--- src/rtl/freq_meter_pkg.sv ---
// Shared types and elaboration helpers for freq_meter.
// Optional saturation build is selected with FREQ_METER_SAT_EN.
package freq_meter_pkg;

   localparam logic ST_IDLE = 1'b0;
   localparam logic ST_GATE = 1'b1;

   function automatic int unsigned gate_ticks(input int unsigned f_in, input int unsigned gate_hz);
      return f_in / gate_hz;
   endfunction

   function automatic int unsigned cw(input int unsigned n);
      return ($clog2(n) < 1) ? 1 : $clog2(n);
   endfunction

endpackage

--- src/rtl/freq_meter_sync_edge_det.sv ---
// Synchronizes an asynchronous input and emits a one-cycle pulse on each rising edge.
module sync_edge_det #(
   parameter int unsigned SYNC_STAGES = 2
) (
   input  logic clk,
   input  logic rst_n,
   input  logic sig_i,
   output logic rise_o
);

   logic [SYNC_STAGES-1:0] sync_q;
   logic                   prev_q;

   if (SYNC_STAGES < 2) begin : g_bad_stages
      $error("sync_edge_det: SYNC_STAGES must be >= 2");
   end

   always_ff @(posedge clk or negedge rst_n) begin
      if (!rst_n) begin
         sync_q <= '0;
         prev_q <= 1'b0;
      end else begin
         sync_q <= {sync_q[SYNC_STAGES-2:0], sig_i};
         prev_q <= sync_q[SYNC_STAGES-1];
      end
   end

   assign rise_o = sync_q[SYNC_STAGES-1] & ~prev_q;

endmodule

--- src/rtl/freq_meter.sv ---
// Gated frequency counter: rising edges of sig_in per GATE_TICKS-cycle window.
// FREQ_METER_SAT_EN: saturating edge counter plus ovf output; otherwise counter wraps.
module freq_meter
   import freq_meter_pkg::*;
#(
   parameter int unsigned F_IN        = 50_000_000,
   parameter int unsigned GATE_HZ     = 10,
   parameter int unsigned CNT_W       = 24,
   parameter int unsigned SYNC_STAGES = 2
) (
   input  logic             clk,
   input  logic             rst_n,
   input  logic             sig_in,
   input  logic             enable,
   output logic [CNT_W-1:0] meas_out,
   output logic             meas_valid,
   output logic             busy
`ifdef FREQ_METER_SAT_EN
   ,
   output logic             ovf
`endif
);

   localparam int unsigned GATE_TICKS = gate_ticks(F_IN, GATE_HZ);
   localparam int unsigned GW         = cw(GATE_TICKS);
   localparam logic [GW-1:0] LAST     = GW'(GATE_TICKS - 1);

   if (GATE_TICKS < 2) begin : g_bad_gate
      $error("freq_meter: GATE_TICKS must be >= 2");
   end

   logic             rise;
   logic             state_q, state_d;
   logic [GW-1:0]    gate_cnt_q, gate_cnt_d;
   logic [CNT_W-1:0] edge_cnt_q, edge_cnt_d;
   logic [CNT_W-1:0] meas_q, meas_d;
   logic             valid_q, valid_d;
   logic [CNT_W-1:0] edge_next;

   sync_edge_det #(.SYNC_STAGES(SYNC_STAGES)) u_sync (
      .clk    (clk),
      .rst_n  (rst_n),
      .sig_i  (sig_in),
      .rise_o (rise)
   );

`ifdef FREQ_METER_SAT_EN
   logic             sat_q, sat_d;
   logic             ovf_q, ovf_d;
   logic [CNT_W:0]   edge_sum;
   logic             sat_hit;

   assign edge_sum  = {1'b0, edge_cnt_q} + {{CNT_W{1'b0}}, rise};
   assign sat_hit   = edge_sum[CNT_W];
   assign edge_next = sat_hit ? '1 : edge_sum[CNT_W-1:0];
`else
   assign edge_next = edge_cnt_q + {{(CNT_W-1){1'b0}}, rise};
`endif

   always_comb begin
      state_d    = state_q;
      gate_cnt_d = '0;
      edge_cnt_d = '0;
      meas_d     = meas_q;
      valid_d    = 1'b0;
`ifdef FREQ_METER_SAT_EN
      sat_d      = 1'b0;
      ovf_d      = ovf_q;
`endif
      if (state_q == ST_IDLE) begin
         if (enable) state_d = ST_GATE;
      end else if (gate_cnt_q == LAST) begin
         // Last gate cycle: the edge seen this cycle still belongs to this window.
         meas_d  = edge_next;
         valid_d = 1'b1;
`ifdef FREQ_METER_SAT_EN
         ovf_d   = sat_q | sat_hit;
`endif
         state_d = enable ? ST_GATE : ST_IDLE;
      end else if (!enable) begin
         state_d = ST_IDLE;
      end else begin
         gate_cnt_d = gate_cnt_q + 1'b1;
         edge_cnt_d = edge_next;
`ifdef FREQ_METER_SAT_EN
         sat_d      = sat_q | sat_hit;
`endif
      end
   end

   always_ff @(posedge clk or negedge rst_n) begin
      if (!rst_n) begin
         state_q    <= ST_IDLE;
         gate_cnt_q <= '0;
         edge_cnt_q <= '0;
         meas_q     <= '0;
         valid_q    <= 1'b0;
`ifdef FREQ_METER_SAT_EN
         sat_q      <= 1'b0;
         ovf_q      <= 1'b0;
`endif
      end else begin
         state_q    <= state_d;
         gate_cnt_q <= gate_cnt_d;
         edge_cnt_q <= edge_cnt_d;
         meas_q     <= meas_d;
         valid_q    <= valid_d;
`ifdef FREQ_METER_SAT_EN
         sat_q      <= sat_d;
         ovf_q      <= ovf_d;
`endif
      end
   end

   assign meas_out   = meas_q;
   assign meas_valid = valid_q;
   assign busy       = (state_q == ST_GATE);
`ifdef FREQ_METER_SAT_EN
   assign ovf        = ovf_q;
`endif

endmodule

--- config.mk ---
export PLATFORM = sky130hd
export DESIGN_NAME = freq_meter
export DESIGN_NICKNAME = d
export VERILOG_FILES = /design/src/rtl/freq_meter_pkg.sv /design/src/rtl/freq_meter_sync_edge_det.sv /design/src/rtl/freq_meter.sv
export SDC_FILE = /design/constraint.sdc
export NUM_CORES = 1
export LEC_CHECK = 0
export CAP_MARGIN = 15
export CORE_MARGIN = 4
export CORE_UTILIZATION = 40
export DETAILED_ROUTE_END_ITERATION = 10
export PLACE_DENSITY = 0.66
export SLEW_MARGIN = 20
export SYNTH_ARGS = -nofsm -noshare
export SYNTH_HDL_FRONTEND = slang
export SYNTH_SLANG_ARGS = --single-unit
--- constraint.sdc ---
create_clock -name clk -period 5.5 [get_ports clk]
set_input_delay 1.65 -clock clk [delete_from_list [all_inputs] [get_ports clk]]
set_output_delay 1.65 -clock clk [all_outputs]
set_load 0.005 [all_outputs]
# --- After elaboration in Yosys (flattened, before gate mapping) ---
# Cells that the tools add are included.
totals:
  regBits: 76
  in_bits: 4
  elab_cells: 22
classes:
  addsub: 2
  n_eq_ne: 1
  mux: 9
  n_bitwise: 2
  reduce_logical: 1
op_table:
  columns: ["operator", "count"]
  rows:
  - ["$mux 24", 3]
  - ["$mux 23", 3]
  - ["$add 24x1->24", 1]
  - ["$add 23x1->23 const B", 1]
  - ["$eq 23x23->1 const B", 1]
  - ["$mux 1", 3]
  - ["$reduce_and 2->1", 1]
  - ["$and 1x1->1", 1]
  - ["$not 1->1", 1]

# --- Logic depth before layout (Yosys ltp) ---
logic_depth:
  word_depth: 6
  ltp_mapped: 8

# --- By module ---
# From an unflattened synthesis, not the netlist that was laid out.
unflattened:
  hier_cells: 343
  hier_area_um2: 3523.4
by_module_without_submodules:
  columns: ["mod", "instances", "cells_each", "area_each_um2", "seq_area_each_um2"]
  rows:
  - ["freq_meter", 1, 339, 3434.5, 1826.8]
  - ["sync_edge_det", 1, 4, 88.8, 75.1]

# --- Worst setup path before layout ---
# OpenSTA, ideal clock, no wires.
synth_timing:
  path_kind: "input to register"
  startpoint: "in enable"
  endpoint: "reg edge_cnt_q[15]"
  setup_time_ns: 0.073
  arrival_time_ns: 2.260
  required_ns: 5.427
  slack_ns: 3.167
  path_stages: 5
  n_path_buf: 2
  path_cell_list: "nand2_1 a31o_2 buf_4 buf_6 nor2_1"
synth_between:
  elab_chain_cells: 3
synth_rtl:
  columns: ["element", "line_no", "source"]
  rows:
  - ["start: declaration", "freq_meter.sv:14", "input logic enable,"]
  - ["$mux 24", "freq_meter.sv:80", "end else if (!enable) begin"]
  - ["$mux 24", "freq_meter.sv:72", "end else if (gate_cnt_q == LAST) begin"]
  - ["$mux 24", "freq_meter.sv:70", "if (state_q == ST_IDLE) begin"]
  - ["net edge_cnt_d[15]", "freq_meter.sv:35", "logic [CNT_W-1:0] edge_cnt_q, edge_cnt_d;"]
  - ["end signal: assignment", "freq_meter.sv:105", "edge_cnt_q <= edge_cnt_d;"]
  - ["end: declaration", "freq_meter.sv:35", null]
# The timed path passes the listed nets, and every way through them passes these cells.
# A chain may end at the register's enable or synchronous reset.

# --- Worst setup path in the final report ---
layout_timing:
  startpoint: "reg state_q, in the netlist busy"
  endpoint: "out busy"
layout_lines:
  columns: ["element", "line_no", "source"]
  rows:
  - ["start: declaration", "freq_meter.sv:33", "logic state_q, state_d;"]
  - ["start signal: assignment", "freq_meter.sv:103", "state_q <= state_d;"]
  - ["end: declaration", "freq_meter.sv:17", "output logic busy"]
# No word-level cell between the ends.

==> impl_metrics.csv <==
group,metric,value,unit
run_status,status,"completed",
worst_setup_path,worstSetupEndpointType,"output port",
worst_setup_path,critPathTopFamily,"buffers and inverters",
worst_setup_path,crit_type,"reg2out",
global_routing,gr-usage-met2,21.7,%
clock_network,clockBufferDepth,2,
worst_setup_path,path_buf_inv,1,
place,numPortBuffers,29,
sta,timing.fmax,344,MHz
hold_path,holdCritPathClass,"reg2reg",
clock_network,cts_buffers,9,
clock_network,cts_tree,"done",
routing,drtIter0Drc,82,
routing,ant_nets,0,
die,start_util,41.0,%
global_routing,grt_pass1_vias,2654,
sta,fin_ws,2.60,ns
global_routing,grt_max_degree,77,
routing,vias,2572,
place,globalplace.congestion,0.835,
synth,synth_top_area_share,53.5,%
final_layout,final_common_cell,"dfrtp_1",
global_routing,antenna_found_initial,0,
routing,wl_per_cell,14.0,µm
global_routing,use_met1,18.9,%
synth,ys_types,39,
power,ir_worst_vdd,0.165,mV
sta,timing.final.crit_period,2.90,ns
power,p_leak,1.57,nW
worst_setup_path,slowest_stage,"clkdlybuf4s50_1",
sta,grt_setup_unrepaired,"false",
sta,worst_slew_pin_slew,0.986,ns
global_routing,grt_pass1_wl,11800,µm
sta,finalSetupViolCount,0,
power,p_per_area,248,nW/µm²
routing,first_pass_iters,4,
worst_setup_path,critical_path.cell_chain,"clkdlybuf4s50_1",
routing,wirelength,6640,µm
die,dieWidth,102,µm
global_routing,grtUsageMet3,4.71,%
sta,hold_viol,0,
run,cap_violations,0,
die,fp.coreArea,8680,µm²
synth,yosys.area.top_type,"dfrtp_1",
final_layout,final_cell_mix,"76 x dfrtp_1, 32 x nor2_1, 28 x clkdlybuf4s50_1, 24 x a21oi_1, 24 x inv_1",
worst_setup_path,worstPathArrival,1.25,ns
sta,period_share,52.8,%
sta,finalMaxSlewViolations,0,
sta,whs,0.364,ns
worst_setup_path,cp-start-kind,"flip-flop",
sta,tns,0,ns
clock_network,worstSkewPairLatency,0.35,ns
synth,ys_seq_area_share,53.5,%
sta,relSlewSlack,34.3,%
global_routing,grt_use_total,14.1,%
synth,synthCells,333,
die,io_pins,30,
die,row_count,34,
synth,syn_avg_cell_area,10.7,µm²
clock_network,path_clk_slew,0.08,ns
clock_network,cts.repair.resized,0,
synth,ys_warn_count,0,
synth,synth_area,3550,µm²
final_layout,stdcell_area,4070,µm²
final_layout,fin_nets,367,
clock_network,ctsRootBufferMaster,"clkbuf_8",
place,pre_cts_slack,2.30,ns
routing,via_per_inst,5.44,
synth,synth_nets,340,
die,die_area,10500,µm²
final_layout,syn_to_final_growth,14.5,%
power,p_total,1.01,mW
worst_setup_path,required,3.85,ns
global_routing,grt_overflow,0,
synth,synth-seq-cells,76,
synth,synthTopCellsByArea,"dfrtp_1 54%, mux2i_1 4.5%, xor2_1 3.4%",
final_layout,drive_gt1_share,7.67,%
worst_setup_path,critical_path.max_stage_delay,0.51,ns
sta,fin_skew,0.0102,ns
clock_network,htreeDepth,3,
die,fp.dieH,102,µm
clock_network,hold_buffers,0,
place,place_area,3870,µm²
worst_setup_path,cp_max_fo,4,
clock_network,cts_sinks,76,
routing,route.detailed.drc,0,
clock_network,post-cts-setup-buffers,0,
place,dp_hpwl,4270,µm
global_routing,busiest_layer,"met2",
final_layout,diodes,0,
==> layout make-up <==
class,count,area (µm²)
inverter,24,90.1
sequential,76,1900
tap,108,135
fill,834,4610
timing repair buffer,30,295
clock inverter,6,72.6
clock buffer,10,128
multi-input combinational,219,1450
==> per-stage QoR <==
step | cells | util [%]
2_1_floorplan | 333 | -
3_5_place_dp | 457 | 44.6
3_3_place_gp | 457 | 44.6
6_report | 473 | 46.9
5_1_grt | 473 | 46.9
4_1_cts | 473 | 46.9
==> logic make-up after synthesis <==
| group | count (synthesis) | share of synthesized area [%] |
|---|---|---|
| AOI/OAI and AO/OA | 49 | 8.13 |
| xor gates and xnor gates | 27 | 6.65 |
| adders and majority gates | 3 | 1.06 |
| buffers and inverters | 38 | 5.81 |
| DFF | 76 | 53.5 |
| muxes | 17 | 4.82 |
| and+or+nand+nor | 123 | 20.0 |
==> routing by layer <==
metal,up-vias,routed length [µm]
met1,1252,3250
met2,56,2990
li1,1253,-
met5,-,0
met3,11,304
met4,0,85
==> synth_stat cells <==
cell and n:
or4b_4 1, buf_4 1, nor4_1 5, nand2_1 10, nor2_1 32, nor4_2 1
nand3_1 16, nor4_4 1, ha_1 3, xor2_1 14, and2_1 2, buf_6 4
buf_2 2, and2_0 1, or4_1 10, buf_12 1, o31ai_1 8, or3_1 7
nor3_1 4, nand4_2 1, nor2b_1 1, a21oi_1 24, inv_1 24, or2_2 1
buf_8 1, mux2i_1 16, nor4b_1 2, xnor2_1 13, nand3_2 1, and3_1 4
a31o_2 4, o21ai_0 6, and4_1 5, nor4bb_1 1, mux2_2 1, dfrtp_1 76
a31oi_1 7, nand4_1 17, clkbuf_1 5
==> worst paths after layout <==
kind / slack, ns / start / end / cells after the start
worst max-delay path: 2.60 / busy$_DFF_PN0_ / busy / 1
worst max register to register: 2.77 / gate_cnt_q[6]$_DFF_PN0_ / gate_cnt_q[17]$_DFF_PN0_ / 4
max in group asynchronous: 3.46 / rst_n / edge_cnt_q[11]$_DFF_PN0_ / 1
worst min-delay path: 0.36 / u_sync.sync_q[0]$_DFF_PN0_ / u_sync.sync_q[1]$_DFF_PN0_ / 0
worst min register to register: 0.36 / u_sync.sync_q[0]$_DFF_PN0_ / u_sync.sync_q[1]$_DFF_PN0_ / 0
min in group asynchronous: 1.43 / rst_n / gate_cnt_q[22]$_DFF_PN0_ / 1
==> registers in the layout (all words and copies together) (netlist names) <==
name / cells
edge_cnt_q: 24
meas_out: 24
gate_cnt_q: 23
u_sync.sync_q: 2
busy: 1
meas_valid: 1
u_sync.prev_q: 1
==> power breakdown <==
part / internal [mW] / switching, mW
Clock: 0.214 / 0.210
Sequential: 0.561 / 0.00141
Combinational: 0.00430 / 0.0178
Total: 0.779 / 0.229
(Power assumes the default switching activity.)
